File: config.mk
export PLATFORM = sky130hd
export DESIGN_NAME = bus_bridge
export DESIGN_NICKNAME = d
export VERILOG_FILES = /design/src/rtl/bus_bridge.sv
export SDC_FILE = /design/constraint.sdc
export NUM_CORES = 1
export LEC_CHECK = 0
export ABC_AREA = 1
export CORE_MARGIN = 3
export CORE_UTILIZATION = 53
export CTS_CLUSTER_SIZE = 40
export DETAILED_ROUTE_END_ITERATION = 12
export PLACE_DENSITY = 0.9
export RECOVER_POWER = 100
export SLEW_MARGIN = 20
export SYNTH_ARGS = -nofsm -noshare
export SYNTH_HDL_FRONTEND = slang
export SYNTH_SLANG_ARGS = --single-unit
File: constraint.sdc
create_clock -name cpu_clk -period 5.5 [get_ports cpu_clk]
set_input_delay 1.1 -clock cpu_clk [delete_from_list [all_inputs] [get_ports cpu_clk]]
set_output_delay 1.1 -clock cpu_clk [all_outputs]
set_load 0.05 [all_outputs]
File: src/rtl/bus_bridge.sv
// Data-bus bridge: routes core loads/stores to DRAM or on-board I/O
// (LED, switches, buttons, cycle timer, seven-segment scanner).
module bus_bridge #(
    parameter int SCAN_DIV = 50000,
    parameter int DRAM_AW  = 14
) (
    input  logic               cpu_clk,
    input  logic               cpu_rst,
    input  logic [31:0]        Bus_addr,
    input  logic [3:0]         Bus_we,
    input  logic [31:0]        Bus_wdata,
    output logic [31:0]        Bus_rdata,
    output logic [DRAM_AW-1:0] dram_addr,
    output logic [3:0]         dram_we,
    output logic [31:0]        dram_wdata,
    input  logic [31:0]        dram_rdata,
    input  logic [23:0]        sw,
    input  logic [4:0]         btn,
    output logic [23:0]        led,
    output logic [7:0]         dig_en,
    output logic [7:0]         dig_seg
);

    localparam int SCW = (SCAN_DIV > 1) ? $clog2(SCAN_DIV) : 1;
    localparam logic [SCW-1:0] SCAN_LAST = SCW'(SCAN_DIV - 1);

    localparam logic [31:0] IO_BASE = 32'hFFFF_F000;
    localparam logic [31:0] A_DIG   = 32'hFFFF_F000;
    localparam logic [31:0] A_TMR   = 32'hFFFF_F020;
    localparam logic [31:0] A_LED   = 32'hFFFF_F060;
    localparam logic [31:0] A_SW    = 32'hFFFF_F070;
    localparam logic [31:0] A_BTN   = 32'hFFFF_F078;

    logic [31:0]    dig_q, dig_d;
    logic [23:0]    led_q, led_d;
    logic [31:0]    tmr_q, tmr_d;
    logic [SCW-1:0] scan_q, scan_d;
    logic [2:0]     idx_q, idx_d;
    logic [23:0]    sw1_q, sw1_d, sw2_q, sw2_d;
    logic [4:0]     btn1_q, btn1_d, btn2_q, btn2_d;

    logic io_hit, sel_dig, sel_tmr, sel_led, sel_sw, sel_btn;

    assign io_hit  = (Bus_addr >= IO_BASE);
    assign sel_dig = (Bus_addr == A_DIG);
    assign sel_tmr = (Bus_addr == A_TMR);
    assign sel_led = (Bus_addr == A_LED);
    assign sel_sw  = (Bus_addr == A_SW);
    assign sel_btn = (Bus_addr == A_BTN);

    assign dram_addr  = Bus_addr[DRAM_AW+1:2];
    assign dram_we    = io_hit ? 4'h0 : Bus_we;
    assign dram_wdata = Bus_wdata;

    always_comb begin
        dig_d  = dig_q;
        led_d  = led_q;
        tmr_d  = tmr_q + 32'd1;
        scan_d = scan_q + SCW'(1);
        idx_d  = idx_q;
        sw1_d  = sw;
        sw2_d  = sw1_q;
        btn1_d = btn;
        btn2_d = btn1_q;
        for (int i = 0; i < 4; i++) begin
            if (sel_dig && Bus_we[i]) dig_d[8*i +: 8] = Bus_wdata[8*i +: 8];
        end
        // lane 3 has no LED bits behind it
        for (int i = 0; i < 3; i++) begin
            if (sel_led && Bus_we[i]) led_d[8*i +: 8] = Bus_wdata[8*i +: 8];
        end
        if (sel_tmr && Bus_we == 4'hF) tmr_d = Bus_wdata;
        if (scan_q == SCAN_LAST) begin
            scan_d = '0;
            idx_d  = idx_q + 3'd1;
        end
    end

    always_ff @(posedge cpu_clk or negedge cpu_rst) begin
        if (!cpu_rst) begin
            dig_q  <= '0;
            led_q  <= '0;
            tmr_q  <= '0;
            scan_q <= '0;
            idx_q  <= '0;
            sw1_q  <= '0;
            sw2_q  <= '0;
            btn1_q <= '0;
            btn2_q <= '0;
        end else begin
            dig_q  <= dig_d;
            led_q  <= led_d;
            tmr_q  <= tmr_d;
            scan_q <= scan_d;
            idx_q  <= idx_d;
            sw1_q  <= sw1_d;
            sw2_q  <= sw2_d;
            btn1_q <= btn1_d;
            btn2_q <= btn2_d;
        end
    end

    always_comb begin
        Bus_rdata = 32'h0;
        unique case (1'b1)
            !io_hit: Bus_rdata = dram_rdata;
            sel_dig: Bus_rdata = dig_q;
            sel_tmr: Bus_rdata = tmr_q;
            sel_led: Bus_rdata = {8'h00, led_q};
            sel_sw:  Bus_rdata = {8'h00, sw2_q};
            sel_btn: Bus_rdata = {27'h0, btn2_q};
            default: Bus_rdata = 32'h0;
        endcase
    end

    function automatic logic [7:0] hex7(input logic [3:0] n);
        case (n)
            4'h0:    hex7 = 8'h3F;
            4'h1:    hex7 = 8'h06;
            4'h2:    hex7 = 8'h5B;
            4'h3:    hex7 = 8'h4F;
            4'h4:    hex7 = 8'h66;
            4'h5:    hex7 = 8'h6D;
            4'h6:    hex7 = 8'h7D;
            4'h7:    hex7 = 8'h07;
            4'h8:    hex7 = 8'h7F;
            4'h9:    hex7 = 8'h6F;
            4'hA:    hex7 = 8'h77;
            4'hB:    hex7 = 8'h7C;
            4'hC:    hex7 = 8'h39;
            4'hD:    hex7 = 8'h5E;
            4'hE:    hex7 = 8'h79;
            default: hex7 = 8'h71;
        endcase
    endfunction

    assign led     = led_q;
    assign dig_en  = ~(8'b1 << idx_q);
    assign dig_seg = hex7(dig_q[{idx_q, 2'b00} +: 4]);

endmodule

==> results.txt <==
----------------------------------------------------
[Status]
  Run status ... finished, violations left
  Violated checks ... max-capacitance violations, max-slew violations

[Die]
  Die Span X ... 138 microns
  Overall die height ... 138 microns
  Initial Util ... 0.551
  I/O Pins ... 253
  Area enclosed by the die boundary ... 19100 sq um
  Placement Rows ... 47
  Area of the core ... 16800 sq um

[Power and ir drop]
  Peak supply drop ... 0.000231 V
  Leakage power ... 6.00 nW
  Ratio of total power to cell area ... 234 nW/um^2

[Timing]
  Setup repair after global routing missed its margin ... false
  Number of setup violations in the final report ... 0
  PnR worst setup slack ... 0.315 ns
  Final Critical Period ... 5.19 ns
  Final critical-path share of the clock period ... 0.943
  Final Hold Slack ... about 0.34 ns
  Final hold violations ... 0
  Slew at the pin closest to its max-slew limit ... 2.55 ns
  Clock skew ... 0.00913 ns
  Slew margin rel. ... -0.699
  Timing-limited maximum frequency ... 193 MHz
  Total negative setup slack ... 0 ns
  Slew Viols, Final ... 114

[Setup path]
  Launch instance of the worst register-to-register path ... scan_q[0]
  CP dominant cell by count ... nand2_1
  Critical-path cell with the highest stage delay ... nand2_1
  Register-to-Register Setup Slack ... 3.22 ns
  Required @ worst endpoint ... 4.40 ns
  Highest net fanout along the worst path ... 35
  Arrival time at the worst endpoint ... 4.09 ns
  Worst flop-to-flop path endpoint ... idx_q[1]
  List of cells traversed by the critical path ... clkdlybuf4s50_1, nand2_1, nor2_1, nand2_1, nor2_4, nand2_1, o21ai_0, inv_1, nand2_1, clkbuf_2
  Critical path class ... input pin to output port
  Endpoint class of the critical path ... output port
  Cell family contributing the most delay on the critical path ... simple AND/OR/NAND/NOR gates
  Critical path buffers and inverters ... 3
  Launching element type of the critical path ... input pin
  Crit-path max cell delay ... just over 0.9 ns
  Worst R2R Path Depth ... 6

[Synthesis]
  Synthesized netlist cell count ... 1290
  Register area share after synthesis ... 0.446
  Yosys reg bits ... 165
  Post-synthesis average cell area ... 7.18 sq um
  Net Count, Synth ... 1436
  Number of warnings issued by yosys ... 0
  Distinct cell type count of the synthesized netlist ... 28
  Post-Syn Area ... 9260 sq um

[Detailed routing]
  Count of routing violations after the opening detailed-route iteration ... 1102
  Vias per cell ... 5.45
  Vias ... 9366
  Overall routed net length ... 30.7 mm
  Number of iterations in the first detailed-routing pass ... 6
  Detailed-route DRC error count ... 0
  ANT nets after route ... 0
  Wirelength per Cell ... roughly 18 microns

[Clocking]
  Clock Latency Late Sink ... 0.43 ns
  Maximum clock insertion buffer count ... 2
  Buffer type at the clock tree root ... clkbuf_16
  # hold bufs at CTS ... 0
  CTS clock-pin slew for the worst setup and hold paths ... 0.07 ns
  Post-CTS setup buffers ... 0
  CTS Sinks ... approximately 170
  CTS Buf Count ... 17
  Post-cts repair resize count ... 0
  Clock tree from TritonCTS ... yes
  H-tree Lvls ... 4

[Layout]
  Utilization of the core after routing ... 0.711
  Area Overhead vs Synth ... 29.1%
  Layout cell share with drive strength beyond 1 ... 0.0535
  Net total in the final layout ... 1630
  Leading cell type in the layout, fill and taps excluded ... nand2_1
  Non-Filler Cell Area, Final ... between 10000 and 15000 sq um
  Most frequent cells in the layout ... nand2_1 (470), dfrtp_1 (165), nor2_1 (151)

[Place]
  Port Buffer Count ... ~250
  Dpl ws ... just over 0.9 ns
  Detailed-placement wirelength estimate ... 23.1 mm
  Instance area after placement ... 11500 sq um
  Weighted congestion at the end of routability-driven global placement ... 0.956

[Hold path]
  Type of the worst min-delay path ... register to register
  Hold endpoint ... sw2_q[1]
  Hold path depth ... 0
  Startpoint of the tightest hold check path ... sw1_q[1]

[Global routing]
  Met3 Use GR ... 0.0856
  Initial antenna violation count ... 4
  Met2 usage ... 0.515
  Met1 demand-to-capacity share in global routing ... 0.395
  Global routing's busiest layer ... met2
  Gr ovfl total ... 0
  Pin count of the biggest net entering global routing ... 64
  Global-route total usage across every layer ... 0.315
  Vias in the first global route ... 9017
  Wire length of the first global-routing pass ... 47.7 mm

[Flow run]
  Number of violations of the max-capacitance limit ... 2

----------------------------------------------------
cell families (layout without fill, tap and decap cells):
group                      Yosys count  after routing  share of synthesized area
and+or+nand+nor                    747            747                      0.331
buffers and inverters              219            425                      0.113
DFF                                165            165                      0.446
AOI/OAI and AO/OA                  119            119                     0.0662
xor gates and xnor gates            24             24                     0.0227
adders and majority gates           15             15                     0.0203
other                                1              4                   0.000405
power breakdown:
| group | leakage (nW) | internal, W | switching, W |
|---|---|---|---|
| clock | 0.294 | 0.000700 | 0.000519 |
| sequential | 1.97 | 0.00123 | 0.00000588 |
| combinational | 3.73 | 0.000124 | 0.000213 |
flip-flops by register name, summed over array words and instances (netlist names):
signal	count
tmr_q	32
btn1_q	5
idx_q	3
dig_q	32
led	24
sw1_q	24
sw2_q	24
btn2_q	5
scan_q	16
stage by stage:
step	cells	total power [W]
after global placement	1685	0.00161
after global routing	1719	0.00287
final	1719	0.00280
after detailed placement	1685	0.00162
after CTS	1716	0.00282
after floorplan	1290	0.00144
final cells by class:
| class | count | area (sq um) |
|---|---|---|
| sequential | 165 | 4130 |
| timing repair buffer | 261 | 2420 |
| tap | 220 | 275 |
| clock buffer | 19 | 453 |
| clock inverter | 12 | 144 |
| antenna | 3 | 7.51 |
| multi-input combinational | 906 | 4030 |
| inverter | 133 | 499 |
| fill | 1331 | 4860 |
layer usage:
metal,vias up,wire length (microns)
li1,4353,-
met5,-,13
met4,2,1170
met2,525,14800
met3,88,3150
met1,4398,11600
worst max path at each step:
stage | start | endpoint | slack (ns) | cells after the start
final | Bus_addr[16] | Bus_rdata[22] | 0.31 | 10
after global routing | Bus_addr[9] | tmr_q[20] | 0.17 | 11
after CTS | idx_q[0] | dig_seg[3] | 0.61 | 13
after detailed placement | Bus_addr[16] | Bus_rdata[22] | 0.91 | 10
after global placement | Bus_addr[17] | Bus_rdata[26] | 0.97 | 10
after floorplan | idx_q[0] | dig_seg[5] | 1.44 | 12
synth_stat cells:
cell	count	area (sq um)
xnor2_1	9	78.8
nand3_1	96	480
conb_1	1	3.75
o21ai_0	72	360
buf_1	3	11.3
nand4_1	7	43.8
nand2_1	466	1750
o21bai_1	2	15.0
nor4_1	1	6.26
o21ai_1	34	170
buf_4	56	420
dfrtp_1	165	4130
buf_2	14	70.1
o211ai_1	5	37.5
nand3b_1	9	67.6
clkinv_1	2	7.51
nor4_2	1	12.5
nand2_2	5	31.3
nor2_1	144	541
nor2_2	8	50.1
a21oi_1	6	30.0
ha_1	15	188
clkbuf_1	13	48.8
inv_2	1	3.75
inv_1	130	488
xor2_1	15	131
nor2_4	6	67.6
nor3_1	4	20.0
Power figures use the tool's default switching activity.
